$ cat config.mk
export PLATFORM = sky130hd
export DESIGN_NAME = prog_loader
export DESIGN_NICKNAME = d
export VERILOG_FILES = /design/src/rtl/prog_loader_pkg.sv /design/src/rtl/uart_rx_core.sv /design/src/rtl/prog_loader.sv
export SDC_FILE = /design/constraint.sdc
export NUM_CORES = 1
export LEC_CHECK = 0
export CAP_MARGIN = 20
export CORE_AREA = 2 2 72 74
export CTS_CLUSTER_DIAMETER = 200
export CTS_CLUSTER_SIZE = 12
export DETAILED_ROUTE_END_ITERATION = 8
export DIE_AREA = 0 0 74 76
export SLEW_MARGIN = 5
export SYNTH_ARGS = -nofsm -noshare
export SYNTH_HDL_FRONTEND = slang
export SYNTH_SLANG_ARGS = --single-unit
$ cat constraint.sdc
create_clock -name clk -period 1.8 [get_ports clk]
set_input_delay 0.18 -clock clk [delete_from_list [all_inputs] [get_ports clk]]
set_output_delay 0.18 -clock clk [all_outputs]
set_load 0.05 [all_outputs]
$ cat src/rtl/prog_loader_pkg.sv
// rtl/prog_loader_pkg.sv - shared types and widths for the serial program loader
package prog_loader_pkg;

    localparam int ADDR_W = 4;
    localparam int DATA_W = 8;

    typedef enum logic [2:0] {
        IDLE,
        WAIT_START,
        START,
        DATA,
        STOP,
        WRITE
    } loader_state_t;

endpackage

$ cat src/rtl/uart_rx_core.sv
// rtl/uart_rx_core.sv - 8N1 receiver: rx synchroniser, bit timer and LSB-first shift register
module uart_rx_core
    import prog_loader_pkg::*;
#(
    parameter int CLKS_PER_BIT = 16
) (
    input  logic              clk,
    input  logic              rst,
    input  logic              rx,
    input  logic              restart,
    input  logic              enable,
    output logic              byte_valid,
    output logic [DATA_W-1:0] byte_data,
    output logic              stop_err
);

    localparam int TW = $clog2(CLKS_PER_BIT);
    localparam logic [TW-1:0] HALF_M1 = TW'(CLKS_PER_BIT / 2 - 1);
    localparam logic [TW-1:0] FULL_M1 = TW'(CLKS_PER_BIT - 1);

    loader_state_t     state;
    logic              rx_meta;
    logic              rx_sync;
    logic [TW-1:0]     timer;
    logic [2:0]        bit_idx;
    logic [DATA_W-1:0] shreg;

    assign byte_data = shreg;

    always_ff @(posedge clk or negedge rst) begin
        if (!rst) begin
            rx_meta    <= 1'b1;
            rx_sync    <= 1'b1;
            state      <= IDLE;
            timer      <= '0;
            bit_idx    <= '0;
            shreg      <= '0;
            byte_valid <= 1'b0;
            stop_err   <= 1'b0;
        end else begin
            rx_meta    <= rx;
            rx_sync    <= rx_meta;
            byte_valid <= 1'b0;
            stop_err   <= 1'b0;
            // A restart drops any partial byte and re-hunts for a start bit.
            if (restart) begin
                state <= WAIT_START;
            end else if (!enable) begin
                state <= IDLE;
            end else begin
                case (state)
                    WAIT_START: begin
                        if (!rx_sync) begin
                            state <= START;
                            timer <= '0;
                        end
                    end
                    START: begin
                        if (timer == HALF_M1) begin
                            timer <= '0;
                            if (!rx_sync) begin
                                state   <= DATA;
                                bit_idx <= '0;
                            end else begin
                                state <= WAIT_START;
                            end
                        end else begin
                            timer <= timer + 1'b1;
                        end
                    end
                    DATA: begin
                        if (timer == FULL_M1) begin
                            timer <= '0;
                            shreg <= {rx_sync, shreg[DATA_W-1:1]};
                            if (bit_idx == 3'd7) begin
                                state <= STOP;
                            end else begin
                                bit_idx <= bit_idx + 1'b1;
                            end
                        end else begin
                            timer <= timer + 1'b1;
                        end
                    end
                    STOP: begin
                        if (timer == FULL_M1) begin
                            timer <= '0;
                            state <= WAIT_START;
                            if (rx_sync) begin
                                byte_valid <= 1'b1;
                            end else begin
                                stop_err <= 1'b1;
                            end
                        end else begin
                            timer <= timer + 1'b1;
                        end
                    end
                    default: state <= state;
                endcase
            end
        end
    end

endmodule

$ cat src/rtl/prog_loader.sv
// rtl/prog_loader.sv - loads 16 UART bytes into consecutive program RAM addresses
module prog_loader
    import prog_loader_pkg::*;
#(
    parameter int CLKS_PER_BIT = 16,
    parameter int DEPTH        = 16
) (
    input  logic              clk,
    input  logic              rst,
    input  logic              rx,
    input  logic              load_start,
    output logic              prog_mode,
    output logic [ADDR_W-1:0] prog_addr,
    output logic [DATA_W-1:0] w_data,
    output logic              busy,
    output logic              done,
    output logic              frame_err
);

    localparam logic [ADDR_W-1:0] LAST = ADDR_W'(DEPTH - 1);

    loader_state_t     state;
    logic [ADDR_W-1:0] cnt;
    logic              byte_valid;
    logic [DATA_W-1:0] byte_data;
    logic              stop_err;

    uart_rx_core #(
        .CLKS_PER_BIT(CLKS_PER_BIT)
    ) u_rx (
        .clk       (clk),
        .rst       (rst),
        .rx        (rx),
        .restart   (load_start),
        .enable    (state != IDLE),
        .byte_valid(byte_valid),
        .byte_data (byte_data),
        .stop_err  (stop_err)
    );

    always_ff @(posedge clk or negedge rst) begin
        if (!rst) begin
            state     <= IDLE;
            cnt       <= '0;
            prog_mode <= 1'b0;
            prog_addr <= '0;
            w_data    <= '0;
            busy      <= 1'b0;
            done      <= 1'b0;
            frame_err <= 1'b0;
        end else begin
            prog_mode <= 1'b0;
            done      <= 1'b0;
            // prog_mode is already high during WRITE, so a restart there still lets that write land.
            if (load_start) begin
                state     <= WAIT_START;
                cnt       <= '0;
                frame_err <= 1'b0;
                busy      <= 1'b1;
            end else begin
                case (state)
                    WAIT_START: begin
                        if (byte_valid) begin
                            state     <= WRITE;
                            prog_mode <= 1'b1;
                            prog_addr <= cnt;
                            w_data    <= byte_data;
                        end else if (stop_err) begin
                            frame_err <= 1'b1;
                        end
                    end
                    WRITE: begin
                        if (cnt == LAST) begin
                            cnt   <= '0;
                            state <= IDLE;
                            busy  <= 1'b0;
                            done  <= 1'b1;
                        end else begin
                            cnt   <= cnt + 1'b1;
                            state <= WAIT_START;
                        end
                    end
                    default: state <= state;
                endcase
            end
        end
    end

endmodule

==> metrics.csv <==
metric,value,unit
"Power, Total",1.80,mW
syn_area_per_cell,11.9,sq um
count of yosys warnings during synthesis,0,
die width,74,um
Core Region,4910,sq um
first-pass GRT wire length,6560,um
Fin Setup TNS,0,ps
Worst Hold End,u_rx.rx_meta$_DFF_PN1_,
Pint,1.38,mW
Syn Nets,178,
maxcap violations,0,
clock share of power,34.8,%
count of final max-slew check failures,0,
Routability Congestion,0.849,
total number of vias,1377,
fin util,48.9,%
post-synthesis compound-gate area fraction,10.9,%
Worst setup EP type,flip-flop,
Reg2Reg Depth,6,
Reg power frac,58.4,%
antenna cells,0,
"Primary FF master, synth",dfrtp_1,
cell count after synthesis,170,
total die area,5620,sq um
leakage,1.06,nW
clk sinks,44,
share of the synthesized area in the top cell type,52.1,%
starting density of the core,41.0,%
hold depth,1,
cell taking the most area after synthesis,dfrtp_1,
post-route ant nets,0,
CP max FO,3,
crit path DAT,1860,ps
mux cell area share after synthesis,12.8,%
"Reg clk slew, reported paths",80,ps
DRT Pass-1 Iters,4,
vias in the first global route,1425,
row count,26,
io pins,20,
Post CTS Setup Buffer Count,0,
Synth Register Bits,44,
WL/cell,13.8,um
"EDFF count, synth",0,
drc violations,0,
Overflow after GRT,0,
final worst slack,109,ps
# fillers,427,
HPWL Detailed,2700,um
Synth-to-Final Area Change,19.2,%
relative slew slack,57.1,%
Synth Area in XOR/XNOR,0.435,%
GRT Total Usage,14.9,%
cell with the most instances after synthesis,dfrtp_1,
Worst Path Required,1970,ps
Vias/cell,5.14,
Final period util,93.9,%
largest net degree at the start of global routing,30,
min-delay src,rx,
"setup slack, reg-to-reg",110,ps
Switch Pwr,0.423,mW
post-synth cell types,43,
maximum vdd drop,0.303,mV
IO buf count,19,
Pwr Density,750,nW/um^2
final instance area,2400,sq um
Worst setup SP type,flip-flop,
FF-to-FF Start,u_rx.bit_idx[1]$_DFFE_PN0P_,
placed cell area,2290,sq um
Root Buffer,clkbuf_8,
Synth area leaders,"dfrtp_1, mux2_2, dfstp_2",
final setup fails,0,
initial antenna violation count,0,
RSZ-0062 raised after global routing,false,
clk_skew,7.75,ps
cell area after synthesis,2020,sq um
DRT Wirelength,3690,um
layout cells sized above 1,24.2,%
Hold WC Path Type,in2reg,
DP Worst Slack,56.5,ps
sequential share of the synthesized area,54.7,%
initial DRC count,54,
status,"complete, no violations",
worst slew pin tran,643,ps
Post-Layout Cell Count,268,
max frequency,592,MHz
Simple-Gate Fraction of Synth Area,14.7,%
H-Tree Depth,2,
R2R Path End,u_rx.bit_idx[2]$_DFFE_PN0P_,
TritonCTS Buffers,5,
largest family of logic cells by synthesized area,simple AND/OR/NAND/NOR gates,
adder-cell share of the synthesized area,2.48,%
Nets,205,
Hold WS,296,ps
Period minus WS final,1690,ps
Gate power share,6.7,%
CP Class,reg2reg,
Synth top cells by count,"dfrtp_1, mux2_2, nor2_1",
die height,76,um
Synth async-reset ratio,100,%
CTS tree,done,
Placed Cells incl. Taps,259,
Switching Fraction,23.5,%
deepest clock path buffer count,2,
Skew-Pair Late Insertion Delay,290,ps
"Hold Vio Cnt, Final",0,
logic make-up after synthesis:
logic type | Yosys count
simple gates | 52
flops | 44
compound gates | 33
fa+ha+maj | 4
buf+inv | 13
mux | 23
xor+xnor | 1
power groups by stage:
stage	Clock [mW]	Combinational [mW]	Sequential [mW]
floorplan	0	0.0969	1.04
global placement	0	0.113	1.07
detailed placement	0	0.119	1.07
CTS	0.656	0.120	1.05
global route	0.700	0.136	1.06
finish	0.628	0.122	1.05
worst max-delay path, cell delays in order (launching register included):
cell and delay, ps:
dfrtp_1 400, ha_1 190, ha_1 210, inv_1 110
a31oi_1 90, nand4b_1 250, mux2_2 310
worst max path at each step:
stage | from | to | slack (ps) | cells past startpoint
finish | u_rx.bit_idx[1]$_DFFE_PN0P_ | u_rx.bit_idx[2]$_DFFE_PN0P_ | 110 | 6
global route | u_rx.bit_idx[1]$_DFFE_PN0P_ | u_rx.bit_idx[2]$_DFFE_PN0P_ | 10 | 6
CTS | u_rx.timer[0]$_DFFE_PN0P_ | u_rx.timer[1]$_DFFE_PN0P_ | 110 | 6
detailed placement | load_start | w_data[6]$_DFFE_PN0P_ | 60 | 5
global placement | load_start | w_data[6]$_DFFE_PN0P_ | 110 | 5
floorplan | state[0]$_DFFE_PN0P_ | u_rx.bit_idx[0]$_DFFE_PN0P_ | 220 | 7
per-layer routing:
layer / global-route usage, % / share of wire, % / vias to the layer above
li1: - / - / 665
met1: 18.8 / 45 / 681
met2: 24.4 / 50 / 24
met3: 3.17 / 2.7 / 7
met4: 6.00 / 1.6 / 0
met5: 0 / 0 / -
sequential cells by signal, indices dropped and copies added, names as in the netlist, 2 cells and up:
register	cells
u_rx.bit_idx	3
u_rx.byte_data	8
prog_addr	4
u_rx.timer	4
state	2
cnt	4
u_rx.state	3
w_data	8
what timing repair did:
| action | in CTS | in global routing |
|---|---|---|
| resized for setup | 0 | 1 |
| hold buffers | 1 | 0 |
| setup endpoints to repair | 0 | 2 |
| endpoints found under the hold margin | 25 | 0 |
area by class of cell:
type,instances,area (sq um),area share [%]
clock inverters,1,7.51,0.313
multi-input cells,113,840,34.9
clock buffers,7,86.3,3.59
inverters,4,15.0,0.625
well taps,70,87.6,3.65
repair buffers,29,263,10.9
flip-flops and latches,44,1100,45.9
cell usage in the layout (no fill, tap or decap), types with 2 or more instances in the layout:
cell type / n
buf_4: 9
clkdlybuf4s50_1: 18
nand2b_1: 3
o211ai_1: 2
dfrtp_1: 42
nor2b_1: 4
mux2_2: 23
a21oi_1: 7
nor3_1: 4
inv_1: 4
nor4_1: 2
nor3b_2: 2
a31oi_1: 4
dfstp_2: 2
o21ai_0: 7
o221ai_1: 2
nor2_1: 10
nand2_1: 6
ha_1: 4
clkbuf_8: 6
nand3_1: 9
and2_1: 3
Power figures use the tool's default switching activity.
